## src/rtl/ixc_gfifo_port_mc.sv

```systemverilog
// ixc_gfifo_port_mc
// Multi-channel GFIFO port. Toggle-encoded channel requests are granted
// round-robin into a small local buffer. The buffer drains onto the shared GF
// bus while the token chain is free and the collector is not back-pressuring.

module ixc_gfifo_port_mc #(
    parameter int NCH   = 4,
    parameter int DW    = 32,
    parameter int CBW   = 20,
    parameter int LENW  = 12,
    parameter int GFW   = 512,
    parameter int DEPTH = 4
) (
    input  logic                     fclk,
    input  logic                     rst_n,
    input  logic [NCH-1:0]           ch_req,
    input  logic [NCH*CBW-1:0]       ch_cbid,
    input  logic [NCH*LENW-1:0]      ch_len,
    input  logic [NCH*DW-1:0]        ch_data,
    output logic [NCH-1:0]           ch_ack,
    input  logic                     gf_lock,
    input  logic                     tkin,
    output logic                     tkout,
    input  logic                     gf_full,
    output logic                     gf_req,
    output logic [CBW-1:0]           gf_cbid,
    output logic [LENW-1:0]          gf_len,
    output logic [GFW-1:0]           gf_data,
    output logic                     lb_full,
    output logic [$clog2(DEPTH):0]   lb_count,
    output logic                     stall_err
);

    localparam int AW  = $clog2(DEPTH);
    localparam int RRW = (NCH > 1) ? $clog2(NCH) : 1;
    localparam int EW  = CBW + LENW + DW;
    localparam logic [AW:0]    LP_DEPTH = (AW+1)'(DEPTH);
    localparam logic [RRW-1:0] LP_LAST  = RRW'(NCH - 1);

    // Buffer entry layout: {cbid, len, data}
    logic [EW-1:0]    r_mem [DEPTH];
    logic [AW-1:0]    r_wr;
    logic [AW-1:0]    r_rd;
    logic [AW:0]      r_count;
    logic [RRW-1:0]   r_rr;
    logic [NCH-1:0]   r_ack;
    logic             r_gf_req;
    logic [CBW-1:0]   r_gf_cbid;
    logic [LENW-1:0]  r_gf_len;
    logic [GFW-1:0]   r_gf_data;
    logic             r_lb_full;
    logic             r_stall;

    logic [NCH-1:0]   w_pend;
    logic             w_any;
    logic             w_enq;
    logic             w_deq;
    logic             w_found;
    logic             w_take;
    logic [NCH-1:0]   w_gnt_oh;
    logic [RRW-1:0]   w_gnt;
    logic [EW-1:0]    w_gnt_entry;
    logic [EW-1:0]    w_rd_entry;
    logic [AW:0]      w_count_nxt;
    logic [RRW-1:0]   w_rr_nxt;

    assign w_pend     = ch_req ^ r_ack;
    assign w_any      = |w_pend;
    assign w_enq      = !gf_lock && (r_count < LP_DEPTH) && w_any;
    assign w_deq      = !gf_lock && !tkin && !gf_full && (r_count != '0);
    assign w_rd_entry = r_mem[r_rd];

    // Round-robin pick: first pending channel at or after r_rr, then wrap to the low channels
    always_comb begin
        w_found     = 1'b0;
        w_take      = 1'b0;
        w_gnt_oh    = '0;
        w_gnt       = '0;
        w_gnt_entry = '0;
        for (int i = 0; i < NCH; i++) begin
            w_take      = !w_found && w_pend[i] && (i >= int'(r_rr));
            w_gnt_oh[i] = w_gnt_oh[i] | w_take;
            w_gnt       = w_gnt | (w_take ? RRW'(i) : RRW'(0));
            w_gnt_entry = w_gnt_entry | ({EW{w_take}} &
                          {ch_cbid[i*CBW +: CBW], ch_len[i*LENW +: LENW], ch_data[i*DW +: DW]});
            w_found     = w_found | w_take;
        end
        for (int i = 0; i < NCH; i++) begin
            w_take      = !w_found && w_pend[i];
            w_gnt_oh[i] = w_gnt_oh[i] | w_take;
            w_gnt       = w_gnt | (w_take ? RRW'(i) : RRW'(0));
            w_gnt_entry = w_gnt_entry | ({EW{w_take}} &
                          {ch_cbid[i*CBW +: CBW], ch_len[i*LENW +: LENW], ch_data[i*DW +: DW]});
            w_found     = w_found | w_take;
        end
    end

    // Next occupancy and next round-robin start point
    always_comb begin
        w_count_nxt = r_count;
        case ({w_enq, w_deq})
            2'b10:   w_count_nxt = r_count + (AW+1)'(1);
            2'b01:   w_count_nxt = r_count - (AW+1)'(1);
            default: w_count_nxt = r_count;
        endcase
        if (w_gnt == LP_LAST) begin
            w_rr_nxt = '0;
        end else begin
            w_rr_nxt = w_gnt + RRW'(1);
        end
    end

    // Enqueue side: store the granted request, toggle its ack, advance the rr pointer
    always_ff @(posedge fclk or negedge rst_n) begin
        if (!rst_n) begin
            for (int i = 0; i < DEPTH; i++) begin
                r_mem[i] <= '0;
            end
            r_wr  <= '0;
            r_rr  <= '0;
            r_ack <= '0;
        end else if (w_enq) begin
            r_mem[r_wr] <= w_gnt_entry;
            r_wr        <= r_wr + AW'(1);
            r_rr        <= w_rr_nxt;
            r_ack       <= r_ack ^ w_gnt_oh;
        end
    end

    // Dequeue side: present the head entry on the GF bus for one cycle, otherwise hold
    always_ff @(posedge fclk or negedge rst_n) begin
        if (!rst_n) begin
            r_rd      <= '0;
            r_gf_req  <= 1'b0;
            r_gf_cbid <= '0;
            r_gf_len  <= '0;
            r_gf_data <= '0;
        end else if (w_deq) begin
            r_rd      <= r_rd + AW'(1);
            r_gf_req  <= 1'b1;
            r_gf_cbid <= w_rd_entry[DW+LENW +: CBW];
            r_gf_len  <= w_rd_entry[DW +: LENW];
            r_gf_data <= GFW'(w_rd_entry[DW-1:0]);
        end else begin
            r_gf_req  <= 1'b0;
        end
    end

    // Occupancy, full flag and sticky stall indication
    always_ff @(posedge fclk or negedge rst_n) begin
        if (!rst_n) begin
            r_count   <= '0;
            r_lb_full <= 1'b0;
            r_stall   <= 1'b0;
        end else begin
            r_count   <= w_count_nxt;
            r_lb_full <= (w_count_nxt == LP_DEPTH);
            if (r_lb_full && w_any && !gf_lock) begin
                r_stall <= 1'b1;
            end
        end
    end

    // The token passes downstream as soon as this port has anything to send
    assign tkout     = tkin | (r_count != '0);
    assign ch_ack    = r_ack;
    assign gf_req    = r_gf_req;
    assign gf_cbid   = r_gf_cbid;
    assign gf_len    = r_gf_len;
    assign gf_data   = r_gf_data;
    assign lb_full   = r_lb_full;
    assign lb_count  = r_count;
    assign stall_err = r_stall;

endmodule

```

## config.mk

```make
export PLATFORM = sky130hd
export DESIGN_NAME = ixc_gfifo_port_mc
export DESIGN_NICKNAME = d
export VERILOG_FILES = /design/src/rtl/ixc_gfifo_port_mc.sv
export SDC_FILE = /design/constraint.sdc
export NUM_CORES = 1
export LEC_CHECK = 0
export BUFFER_PORTS_ARGS = -buffer_cell sky130_fd_sc_hd__buf_2
export CAP_MARGIN = 40
export CORE_AREA = 2 2 322 324
export CTS_CLUSTER_DIAMETER = 40
export DETAILED_ROUTE_END_ITERATION = 16
export DIE_AREA = 0 0 324 326
export SETUP_SLACK_MARGIN = 0.4
export SKIP_CTS_REPAIR_TIMING = 1
export SYNTH_ARGS = -nofsm -noshare
export SYNTH_HDL_FRONTEND = slang
export SYNTH_SLANG_ARGS = --single-unit
```

## constraint.sdc

```tcl
create_clock -name fclk -period 4.2 [get_ports fclk]
set_input_delay 0 -clock fclk [delete_from_list [all_inputs] [get_ports fclk]]
set_output_delay 0 -clock fclk [all_outputs]
set_load 0.01 [all_outputs]
```

# Yosys cells after proc, flatten, opt, wreduce, memory -nomap -nowiden
# Index checks and enable logic that the tools add are counted.
[totals]
regBits = 336
input_bits = 265
[op_classes]
addsub = 5
n_lt_le_gt_ge = 7
eq_ne = 4
muxes = 15
bitwise = 35
n_reduce_logical = 30
[ops]
columns = ["op", "count"]
rows = [
  ["$and A64 B64 Y64", 8],
  ["$or A64 B64 Y64", 7],
  ["$bwmux W256", 1],
  ["$mux W64", 3],
  ["$bmux W64 S2", 1],
  ["$demux W64 S2", 1],
  ["$logic_and A1 B1 Y1", 18],
  ["$or A1 B1 Y1", 11],
  ["$logic_not A1 Y1", 10],
  ["$mux W2", 5],
  ["$xor A4 B4 Y4", 2],
  ["$add A2 B1 Y2 const B", 3],
  ["$ge A3 B3 Y1 const B", 2],
  ["$not A2 Y3", 2],
  ["$or A2 B2 Y2", 3],
  ["$pmux W3 S2", 1],
  ["$eq A2 B2 Y1 const B", 2],
  ["$ge A1 B2 Y1 const A", 2],
  ["$reduce_or A4 Y1", 1],
  ["$add A3 B1 Y3 const B", 1],
  ["$eq A3 B3 Y1 const B", 1],
  ["$lt A3 B1 Y1 const B", 1],
  ["$lt A3 B3 Y1 const B", 1],
  ["$mux W1", 3],
  ["6 further kinds", 6],
]

# Longest topological paths before layout
# Gate-level depths: netlist of run 1.
[logic_depth]
ltp_word = 28
mapped_depth = 11

# Worst setup path before layout of run 1
# No wires, ideal clock.
[synth_path]
path_type = "register to register"
start = "reg r_count[0], in the netlist lb_count[0]"
end = "reg r_lb_full, in the netlist lb_full"
arrival_ns = 2.644
t_required_ns = 4.112
path_slack_ns = 1.467
path_stages_with_launch = 12
path_cell_list = "dfrtp_1 -> nor3_1 -> nor4_1 -> clkbuf_1 -> buf_2 -> ha_1 -> inv_1 -> fa_1 -> xor2_1 -> nor2_1 -> xor2_1 -> nor3b_1"
[synth_rtl]
columns = ["element", "line", "text"]
rows = [
  ["from (decl)", "44", "logic [AW:0] r_count;"],
  ["from (signal assigned)", "156", "r_count <= w_count_nxt;"],
  ["$reduce_bool A3 Y1 *", "70", "assign w_deq = !gf_lock && !tkin && !gf_full && (r_count != '0);"],
  ["$logic_and A1 B1 Y1 *", "70", ""],
  ["via w_deq", "57", "logic w_deq;"],
  ["$eq A2 B1 Y1 or $eq A2 B2 Y1 (tied branches)", "101", "case ({w_enq, w_deq})"],
  ["$pmux W3 S2 *", "101", ""],
  ["via w_count_nxt[2]", "64", "logic [AW:0] w_count_nxt;"],
  ["$eq A3 B3 Y1 *", "157", "r_lb_full <= (w_count_nxt == LP_DEPTH);"],
  ["to (signal assigned)", "157", ""],
  ["to (decl)", "51", "logic r_lb_full;"],
]
# Mark *: on every way through the listed nets, which the timed path passes. The rest lies on a longest branch.
# A chain may end at the register's enable or synchronous reset.

# Worst setup path after layout of run 1
[layout_path]
start = "reg r_ack[0], in the netlist ch_ack[0]"
end = "reg r_mem[206] (netlist name)"
[layout_between]
elab_chain_cells = 27
[layout_lines]
columns = ["element", "line", "text"]
rows = [
  ["from (decl)", "46", "logic [NCH-1:0] r_ack;"],
  ["from (signal assigned)", "126", "r_ack <= r_ack ^ w_gnt_oh;"],
  ["$xor A4 B4 Y4 *", "67", "assign w_pend = ch_req ^ r_ack;"],
  ["$logic_and A1 B1 Y1", "81", "w_take = !w_found && w_pend[i] && (i >= int'(r_rr));"],
  ["$logic_not A1 Y1", "81", ""],
  ["$logic_and A1 B1 Y1 (2 in series)", "81", ""],
  ["$or A1 B1 Y1", "86", "w_found = w_found | w_take;"],
  ["$logic_not A1 Y1", "81", ""],
  ["$logic_and A1 B1 Y1 (2 in series)", "81", ""],
  ["$or A1 B1 Y1", "86", ""],
  ["[... 9 more ...]", "n/a", ""],
  ["$logic_not A1 Y1", "89", "w_take = !w_found && w_pend[i];"],
  ["$logic_and A1 B1 Y1", "89", ""],
  ["$or A1 B1 Y1", "94", "w_found = w_found | w_take;"],
  ["$logic_not A1 Y1", "89", ""],
  ["$logic_and A1 B1 Y1", "89", ""],
  ["$and A64 B64 Y64", "92", "w_gnt_entry = w_gnt_entry | ({EW{w_take}} &"],
  ["$or A64 B64 Y64", "92", ""],
  ["$bwmux W256", "123", "r_mem[r_wr] <= w_gnt_entry;"],
  ["to (signal, indexed assignment)", "123", ""],
  ["to (decl)", "41", "logic [EW-1:0] r_mem [DEPTH];"],
]
# Every way passes the cells marked *; elsewhere a longest branch is shown, timed or not.

==> impl_metrics.ini, run 1 <==
[critical_path]
cp_data_required_time_ns = 4.73
cp_cell_sequence = xnor2_4 > nor3_4 > nor3b_4 > buf_4 > buf_4 > a22oi_2 > dlygate4sd3_1 > a31oi_1 > dlygate4sd3_1
crit_path_end = r_mem[206]
cp-end-kind = flip-flop
r2r-end = r_mem[206]
arrival_ns = 4.17
critPathLaunch = ch_ack[0]
crit_slowest_cell = nor3_4
cp-start-kind = flip-flop
r2r_slack_ns = 0.55
cp.depth = 9
cp_top_family = buffers and inverters
ff2ff_path_depth = 9
crit_fanout = 28
path_buf_inv = 4
crit_type = reg -> reg
critPathMaxStageDelay_ns = 0.65
r2r_start = ch_ack[0]

[timing]
layout_min_cycle_time_ns = 3.65
rsz0062_at_grt = no
fin_worst_skew_ns = 0.0328
hold_violations = 2
setup_tns_ns = 0
worst_slew_pin_slew_ns = 0.889
fin_ws_ns = 0.550
drv_slew = 0
max_clock_freq_ghz = 0.274
hold_slack_ns = -0.0183
timing.final.crit_share_pct = 86.9
finalSetupViolCount = 0
slew_headroom_pct = 40.8

[routing]
avgRoutedWirePerCell_um = 15.9
drt-initial-drc-count = 1103
drc = 0
route.vias.total = 15200
wl_um = 61600
ant_nets = 0
via_per_inst = 3.93
dr.pass1.iters = 5

[synth]
yosys_warnings = 0
synth_edf_count = 0
syn_avg_cell_area_um2 = 10.7
synth-seq-cells = 336
synth_area_um2 = 19700
ys_types = 47
seq_area_frac_synth_pct = 42.6
syn_inst = 1836
synthFlopType = dfrtp_1
postSynth.asyncResetShare_pct = 100

[clocking]
cts.sinks = 336
clock-root-buffer = clkbuf_16
clockBufferDepth = 3
path_clk_slew_ns = 0.06
clk_latency_ns = 0.64
htree_levels = 2
cts_tree = yes
cts_buffers = 58

[die]
die_y_um = 326
design.core.area_um2 = 103000
start_util_pct = 19.2
fp.dieArea_um2 = 106000
boundaryPins = 820
num_rows = 118
dieWidth_um = 324

[power]
p_leak_uw = 0.0114
irDropWorstVdd_uv = 496
power_density_nw_per_um2 = 807

[run_status]
status = complete, but fails checks
violations = hold timing

[cells_and_area]
syn_to_final_growth_pct = 33.7
final_cells = 3878
layout-drive-gt1-share_pct = 27.9
finalNetCount = 2719

[grt]
grt_pass1_vias = 12900
grt_overflow = 0
grt_use_total_pct = 10.4
grt_pass1_wl_um = 82900
grt_antenna_before_repair = 6
grt_max_degree = 108

[placement]
numPortBuffers = 339
gp_congestion = 0.738
placed_cells = 3471
hpwlAfterDp_um = 42000
pre_cts_ws_ns = 1.15

[worst_hold_path]
hp-class = in -> reg

[flow_run]
cap_viol_max_count = 0
[flip-flops by register name (all words and copies together), names as in the netlist]
name,count
lb_full,1
r_wr,2
gf_len,12
r_rr,2
lb_count,3
r_mem,256
gf_data,32
r_rd,2
stall_err,1
ch_ack,4
gf_req,1
gf_cbid,20
[Yosys cell counts (2+ instances only)]
library cell,instances,area (µm²)
a221oi_1,15,131
a221oi_2,49,736
a22oi_1,44,330
a22oi_2,20,250
a31oi_1,256,1600
and2_1,5,31.3
and3_1,64,400
buf_1,8,30.0
buf_2,43,215
buf_4,496,3720
buf_6,3,33.8
clkbuf_1,50,188
dfrtp_1,336,8410
ha_1,5,62.6
inv_1,8,30.0
mux2_2,64,721
mux4_2,64,1440
nand2_1,5,18.8
nand4_1,2,12.5
nor2_1,260,976
o21ai_0,3,15.0
xnor2_1,5,43.8
xnor2_2,3,48.8
xor2_1,5,43.8
[worst register-to-register path, cell delays in order, from the launching register on]
cell	delay [ns]
dfrtp_1	0.46
xnor2_4	0.22
nor3_4	0.65
nor3b_4	0.11
buf_4	0.33
buf_4	0.33
a22oi_2	0.15
dlygate4sd3_1	0.63
a31oi_1	0.08
dlygate4sd3_1	0.56
[cells by family (layout without fill, tap and decap cells)]
logic type	after synthesis	count (layout)	synth area share, %
flops	336	336	42.6
simple gates	346	346	7.70
buf+inv	608	790	21.4
other cells	1	481	0.0190
xor+xnor	14	14	0.831
mux	130	130	11.1
compound gates	395	395	15.9
fa+ha+maj	6	6	0.419
[stage by stage]
step / instance area (µm²) / power [µW] / util [%]
CTS: 23400 / 19900 / 22.8
finish: 26400 / 21300 / 25.7
detailed placement: 21300 / 14800 / 20.7
global placement: 21200 / 14500 / 20.7
floorplan: 21500 / 12000 / -
global route: 26400 / 22700 / 25.7
[layer usage]
layer,GRT usage (%),routed length [µm],vias up
met1,13.9,26900,7519
li1,-,-,6958
met3,2.48,4450,77
met4,2.49,1260,4
met5,0,23,-
met2,16.8,29000,668
[layout by cell type (no fill, tap or decap), types with 3 or more instances in the layout]
cell type,synthesis,routed
xnor2_1,5,5
a22oi_2,20,20
xnor2_2,3,3
inv_1,8,8
a221oi_2,49,49
conb_1,1,480
and2_4,0,4
nand2_1,5,5
clkinv_2,0,14
dfrtp_1,336,334
clkinv_16,0,3
buf_4,496,23
a22oi_1,44,44
ha_1,5,5
mux2_2,64,64
clkbuf_8,0,7
buf_2,43,338
clkinvlp_4,0,3
dlygate4sd3_1,0,297
xor2_1,5,5
a31oi_1,256,256
clkbuf_1,50,4
buf_12,0,13
a221oi_1,15,15
inv_6,0,7
nor2_1,260,260
o21ai_0,3,3
clkbuf_16,0,58
and3_1,64,64
mux4_2,64,64
bufinv_16,0,9
[final cells by class]
class	instances	area (µm²)
Fill cell	10800	76200
Inverter	8	30.0
Tap cell	1380	1730
Multi-Input combinational cell	1371	8940
Timing Repair Buffer	673	5140
Clock inverter	40	554
Sequential cell	336	8420
Clock buffer	69	1560
Antenna cell	1	2.50
[power by group]
part / leakage (µW) / internal [µW] / switching (µW)
Sequential: 0.00385 / 4930 / 961
Clock: 0.00104 / 3250 / 1790
Combinational: 0.00648 / 4890 / 5450
Total: 0.0114 / 13100 / 8200
[worst min-delay path by stage]
stage                        endpoint  depth (start not counted)   startpoint
after floorplan             ch_ack[0]                          0        rst_n
after global placement      gf_len[0]                          1        rst_n
after detailed placement    gf_len[0]                          1        rst_n
after CTS                   ch_ack[3]                          1        rst_n
after global routing      lb_count[0]                          4      gf_full
final                      r_mem[108]                          3  ch_cbid[40]
No activity file was read; power rests on OpenSTA's default activity.
==> run 2, diff against run 1 <==
==> constraint.sdc (replaced) <==
create_clock -name fclk -period 4.2 [get_ports fclk]
set_input_delay 0.21 -clock fclk [delete_from_list [all_inputs] [get_ports fclk]]
set_output_delay 0.21 -clock fclk [all_outputs]
set_load 0.01 [all_outputs]
==> run 2 against run 1 <==
Net effect: the flow still finishes with violations (hold timing); hold slack lost 0.0055 ns; power shrank 1.8%; sequential share of layout area grew 1.3 points; clock skew shrank 0.0073 ns; sequential power is essentially flat; utilization shrank 0.99 points; count of clock-buffer cells in the layout grew 11; die area is the same; global-route usage grew 0.27 points; via count shrank 3.3%; critical path depth shrank 1; maximum frequency grew 0.56%; critical path type unchanged.
==> impl_metrics.ini, run 2 (synthesis gave the netlist of run 1 again) <==
[cells_and_area]
n_fill_cell = 10800
finalNetCount = 2604
syn_to_final_growth_pct = 28.6
largest_register_ffs = 256
layout-drive-gt1-share_pct = 29.8
top_register = r_mem
layout_commonest_cell = conb_1
final_cell_mix = conb_1 (480), buf_2 (338), dfrtp_1 (334)

[placement]
pre_cts_ws_ns = 1.06
gp_congestion = 0.732
hpwlAfterDp_um = 42200
numPortBuffers = 339

[routing]
route.vias.total = 14700
drt-initial-drc-count = 1072
avgRoutedWirePerCell_um = 16.3
via_per_inst = 3.90
dr.pass1.iters = 5
ant_nets = 0
wl_um = 61600
drc = 0

[clocking]
cts.sinks = 336
clockBufferDepth = 3
clk_latency_ns = 0.60
clock-root-buffer = clkbuf_16
path_clk_slew_ns = 0.05
cts_buffers = 67
cts_tree = yes
htree_levels = 3

[critical_path]
r2r_slack_ns = 0.57
cp_cell_sequence = xnor2_4 > nor3_4 > a2111oi_4 > buf_4 > a22oi_2 > dlygate4sd3_1 > a31oi_1 > dlygate4sd3_1
path_buf_inv = 3
cp-start-kind = flip-flop
arrival_ns = 4.11
cp-end-kind = flip-flop
cp_top_family = buffers and inverters
critPathMaxStageDelay_ns = 0.69
critPathLaunch = ch_ack[0]
cp_data_required_time_ns = 4.68
cp.depth = 8
crit_type = reg -> reg
crit_slowest_cell = dlygate4sd3_1
crit_fanout = 26
ff2ff_path_depth = 8
r2r-end = r_mem[151]
crit_path_end = r_mem[151]
critPathMostFrequentCell = dlygate4sd3_1
r2r_start = ch_ack[0]

[timing]
finalSetupViolCount = 0
hold_violations = 11
worst_slew_pin_slew_ns = 0.892
slew_headroom_pct = 40.5
max_clock_freq_ghz = 0.276
drv_slew = 0
fin_worst_skew_ns = 0.0255
hold_slack_ns = -0.0238
timing.final.crit_share_pct = 86.4
setup_tns_ns = 0
rsz0062_at_grt = no
fin_ws_ns = 0.571
layout_min_cycle_time_ns = 3.63

[die]
start_util_pct = 19.2
dieWidth_um = 324
die_y_um = 326
fp.dieArea_um2 = 106000
boundaryPins = 820
num_rows = 118
design.core.area_um2 = 103000

[flow_run]
cap_viol_max_count = 0

[grt]
grt_pass1_vias = 13000
grt_pass1_wl_um = 84100
grt_overflow = 0
grt_use_total_pct = 10.7
grt_antenna_before_repair = 7
grt_max_degree = 110

[power]
irDropWorstVdd_uv = 725
power_density_nw_per_um2 = 824
p_leak_uw = 0.0111

[worst_hold_path]
hp-class = in -> reg
hp-start = ch_cbid[0]

[run_status]
status = complete, but fails checks
violations = hold timing
==> run 2: changes by cell type in the layout (fill, tap and decap cells not counted), sizes merged <==
cell         before  now
buf             376  378
dlygate4sd3     297  171
diode             1    5
inv              17   21
clkinvlp          3    6
clkbuf           69   80
bufinv            9    8
clkinv           19   16
==> run 2: through the flow <==
step	area (µm²)	utilization [%]	total power (µW)	std cells	hold WS (ns)
final	25400	24.7	20900	3772	-0.0238
after global routing	25300	24.7	22300	3769	-0.0109
after CTS	23600	23.0	20400	3596	-0.308
after detailed placement	21300	20.7	14700	3473	0.368
after global placement	21200	20.7	14500	3471	0.361
after floorplan	21500	-	12000	2315	-0.0856
==> run 2: routing by layer <==
layer | track usage [%] | routed length (µm) | vias to the layer above
li1 | - | - | 6722
met1 | 13.9 | 26600 | 7231
met2 | 16.8 | 28500 | 672
met3 | 3.31 | 5200 | 89
met4 | 3.12 | 1320 | 4
met5 | 0 | 24 | -
==> run 2: worst min-delay path by stage <==
stage | to | slack (ns) | cells past startpoint
floorplan | ch_ack[0] | -0.09 | 0
global placement | r_mem[224] | 0.36 | 1
detailed placement | r_mem[224] | 0.37 | 1
CTS | r_mem[224] | -0.31 | 1
global route | r_mem[182] | -0.01 | 3
finish | r_mem[44] | -0.02 | 3
==> run 2: area by class of cell <==
cell class	instances	area, µm²	area share (%)
multi-input combinational	1371	8940	35.3
sequential	336	8420	33.2
timing repair buffer	549	3880	15.3
clock buffer	80	1820	7.16
tap	1380	1730	6.81
clock inverter	43	532	2.10
inverter	8	30.0	0.118
antenna	5	12.5	0.0493
==> run 2: worst min-delay path, delay by kind of cell <==
kind | cells | cell delay, ns
AOI/OAI and AO/OA | 2 | 0.23
buffers and inverters | 1 | 0.09
==> run 2: where the power goes <==
group,switching [µW],internal [µW]
Clock,1910,3630
Combinational,5310,4180
Sequential,929,4940
Total,8150,12700
==> run 3, diff against run 2 <==
--- a/config.mk
+++ b/config.mk
@@ -7,10 +7,10 @@
 export LEC_CHECK = 0
 export BUFFER_PORTS_ARGS = -buffer_cell sky130_fd_sc_hd__buf_2
 export CAP_MARGIN = 40
-export CORE_AREA = 2 2 322 324
+export CORE_AREA = 8 8 310 312
 export CTS_CLUSTER_DIAMETER = 40
 export DETAILED_ROUTE_END_ITERATION = 16
-export DIE_AREA = 0 0 324 326
+export DIE_AREA = 0 0 318 320
 export SETUP_SLACK_MARGIN = 0.4
 export SKIP_CTS_REPAIR_TIMING = 1
 export SYNTH_ARGS = -nofsm -noshare
==> run 3 against run 2 <==
Net effect: the flow still finishes with violations (hold timing); critical path depth is the same; power fell by 2.5%; combinational power fell by 4.9%; non-clock buffer count is 54 lower; sequential power up 1%; final cell count shrank 6.7%; utilization increased by 2.2 points; routed wire length up 1.7%; maximum frequency increased by 0.67%; highest routed layer unchanged.
==> impl_metrics.ini, run 3 (synthesis gave the netlist of run 1 again) <==
[timing]
worst_slew_pin_slew_ns = 0.927
timing.final.crit_share_pct = 85.8
layout_min_cycle_time_ns = 3.61
rsz0062_at_grt = no
max_clock_freq_ghz = 0.277
fin_worst_skew_ns = 0.0295
setup_tns_ns = 0
slew_headroom_pct = 38.2
drv_slew = 0
finalSetupViolCount = 0
hold_violations = 2
hold_slack_ns = -0.00142

[clocking]
clock-root-buffer = clkbuf_16
clk_latency_ns = 0.58
cts_buffers = 66
cts_tree = yes
clockBufferDepth = 3
htree_levels = 3
path_clk_slew_ns = 0.05
cts.sinks = 336

[critical_path]
critPathMostFrequentCell = dlygate4sd3_1
cp-end-kind = flip-flop
path_buf_inv = 3
crit_type = reg -> reg
r2r_slack_ns = 0.59
cp_data_required_time_ns = 4.71
cp_cell_sequence = xnor2_2 > nand3_1 > a2111oi_4 > buf_4 > a22oi_2 > dlygate4sd3_1 > a31oi_1 > dlygate4sd3_1
crit_fanout = 39
arrival_ns = 4.12
cp-start-kind = flip-flop
crit_slowest_cell = dlygate4sd3_1
cp_top_family = buffers and inverters
critPathMaxStageDelay_ns = 0.64

[placement]
hpwlAfterDp_um = 45100
gp_congestion = 0.756
numPortBuffers = 339

[routing]
via_per_inst = 4.12
drt-initial-drc-count = 869
drc = 0
wl_um = 62600
avgRoutedWirePerCell_um = 17.8
ant_nets = 0
dr.pass1.iters = 5
route.vias.total = 14500

[run_status]
violations = hold timing
status = complete, but fails checks

[power]
irDropWorstVdd_uv = 582
p_switching_uw = 7950
switching_share_pct = 39.0
total_power_uw = 20400
p_leak_uw = 0.0108
p_comb_share_pct = 44.3
pwr-share-seq_pct = 29.1
power_density_nw_per_um2 = 831
clock_power_share_pct = 26.5
internal_power_uw = 12400

[grt]
grt_pass1_vias = 15200
use_met2_pct = 19.2
grt_use_total_pct = 11.5
grt_max_degree = 101
grt_pass1_wl_um = 92700
grt_overflow = 0
met3_usage_pct = 3.21
busiest_layer = met2
grt_use_met1_pct = 14.3
grt_antenna_before_repair = 4

[cells_and_area]
final_cell_mix = conb_1 (480), buf_2 (338), dfrtp_1 (334)
syn_to_final_growth_pct = 24.3
layout-drive-gt1-share_pct = 30.4
top_register = r_mem
finalNetCount = 2549
largest_register_ffs = 256
layout_commonest_cell = conb_1

[die]
start_util_pct = 21.7
design.core.area_um2 = 91000
dieWidth_um = 318
fp.dieArea_um2 = 102000
die_y_um = 320
boundaryPins = 820
num_rows = 111

[worst_hold_path]
hp-class = in -> reg

[flow_run]
cap_viol_max_count = 0
==> run 3: power by group through the flow <==
| stage | clock network [µW] | logic (µW) | registers (µW) |
|---|---|---|---|
| 6_report | 5400 | 9030 | 5940 |
| 2_1_floorplan | 0 | 6180 | 5790 |
| 4_1_cts | 5560 | 8620 | 5950 |
| 3_5_place_dp | 0 | 8600 | 5990 |
| 5_1_grt | 5710 | 9900 | 6170 |
| 3_3_place_gp | 0 | 8380 | 5980 |
==> run 3: final cells by class <==
type / count / area, µm²
fillers: 9576 / 66500
well taps: 1186 / 1480
clock buffers: 78 / 1790
flip-flops and latches: 336 / 8420
diodes: 2 / 5.00
clock inverters: 42 / 508
inverters: 8 / 30.0
multi-input cells: 1371 / 8930
repair buffers: 495 / 3340
==> run 3: through the flow <==
stage,std cells,cell area (µm²),worst slack [ns],utilization (%)
3_3_place_gp,3276,21000,1.50,23.1
4_1_cts,3398,23300,1.41,25.6
2_1_floorplan,2315,21500,1.47,-
5_1_grt,3517,24500,0.448,26.9
3_5_place_dp,3278,21000,1.47,23.1
6_report,3518,24500,0.595,26.9
==> run 3: final timing paths <==
path / startpoint / end / cells after the start
max reg2reg: ch_ack[3] / r_mem[154] / 8
min: ch_cbid[78] / r_mem[190] / 3
min reg2reg: stall_err / stall_err / 1
max in group asynchronous: rst_n / r_mem[199] / 3
max: ch_ack[3] / r_mem[154] / 8
min in group asynchronous: rst_n / r_mem[98] / 2
==> run 3: worst register-to-register path, stage by stage (launching register included) <==
cell	delay [ns]
dfrtp_1	0.42
xnor2_2	0.39
nand3_1	0.20
a2111oi_4	0.35
buf_4	0.58
a22oi_2	0.25
dlygate4sd3_1	0.64
a31oi_1	0.14
dlygate4sd3_1	0.57
==> run 3: per-layer routing <==
layer	wire [µm]	share of wire, %
met2	30600	49
met3	4470	7.1
met1	26400	42
met5	8	0.013
met4	1180	1.9
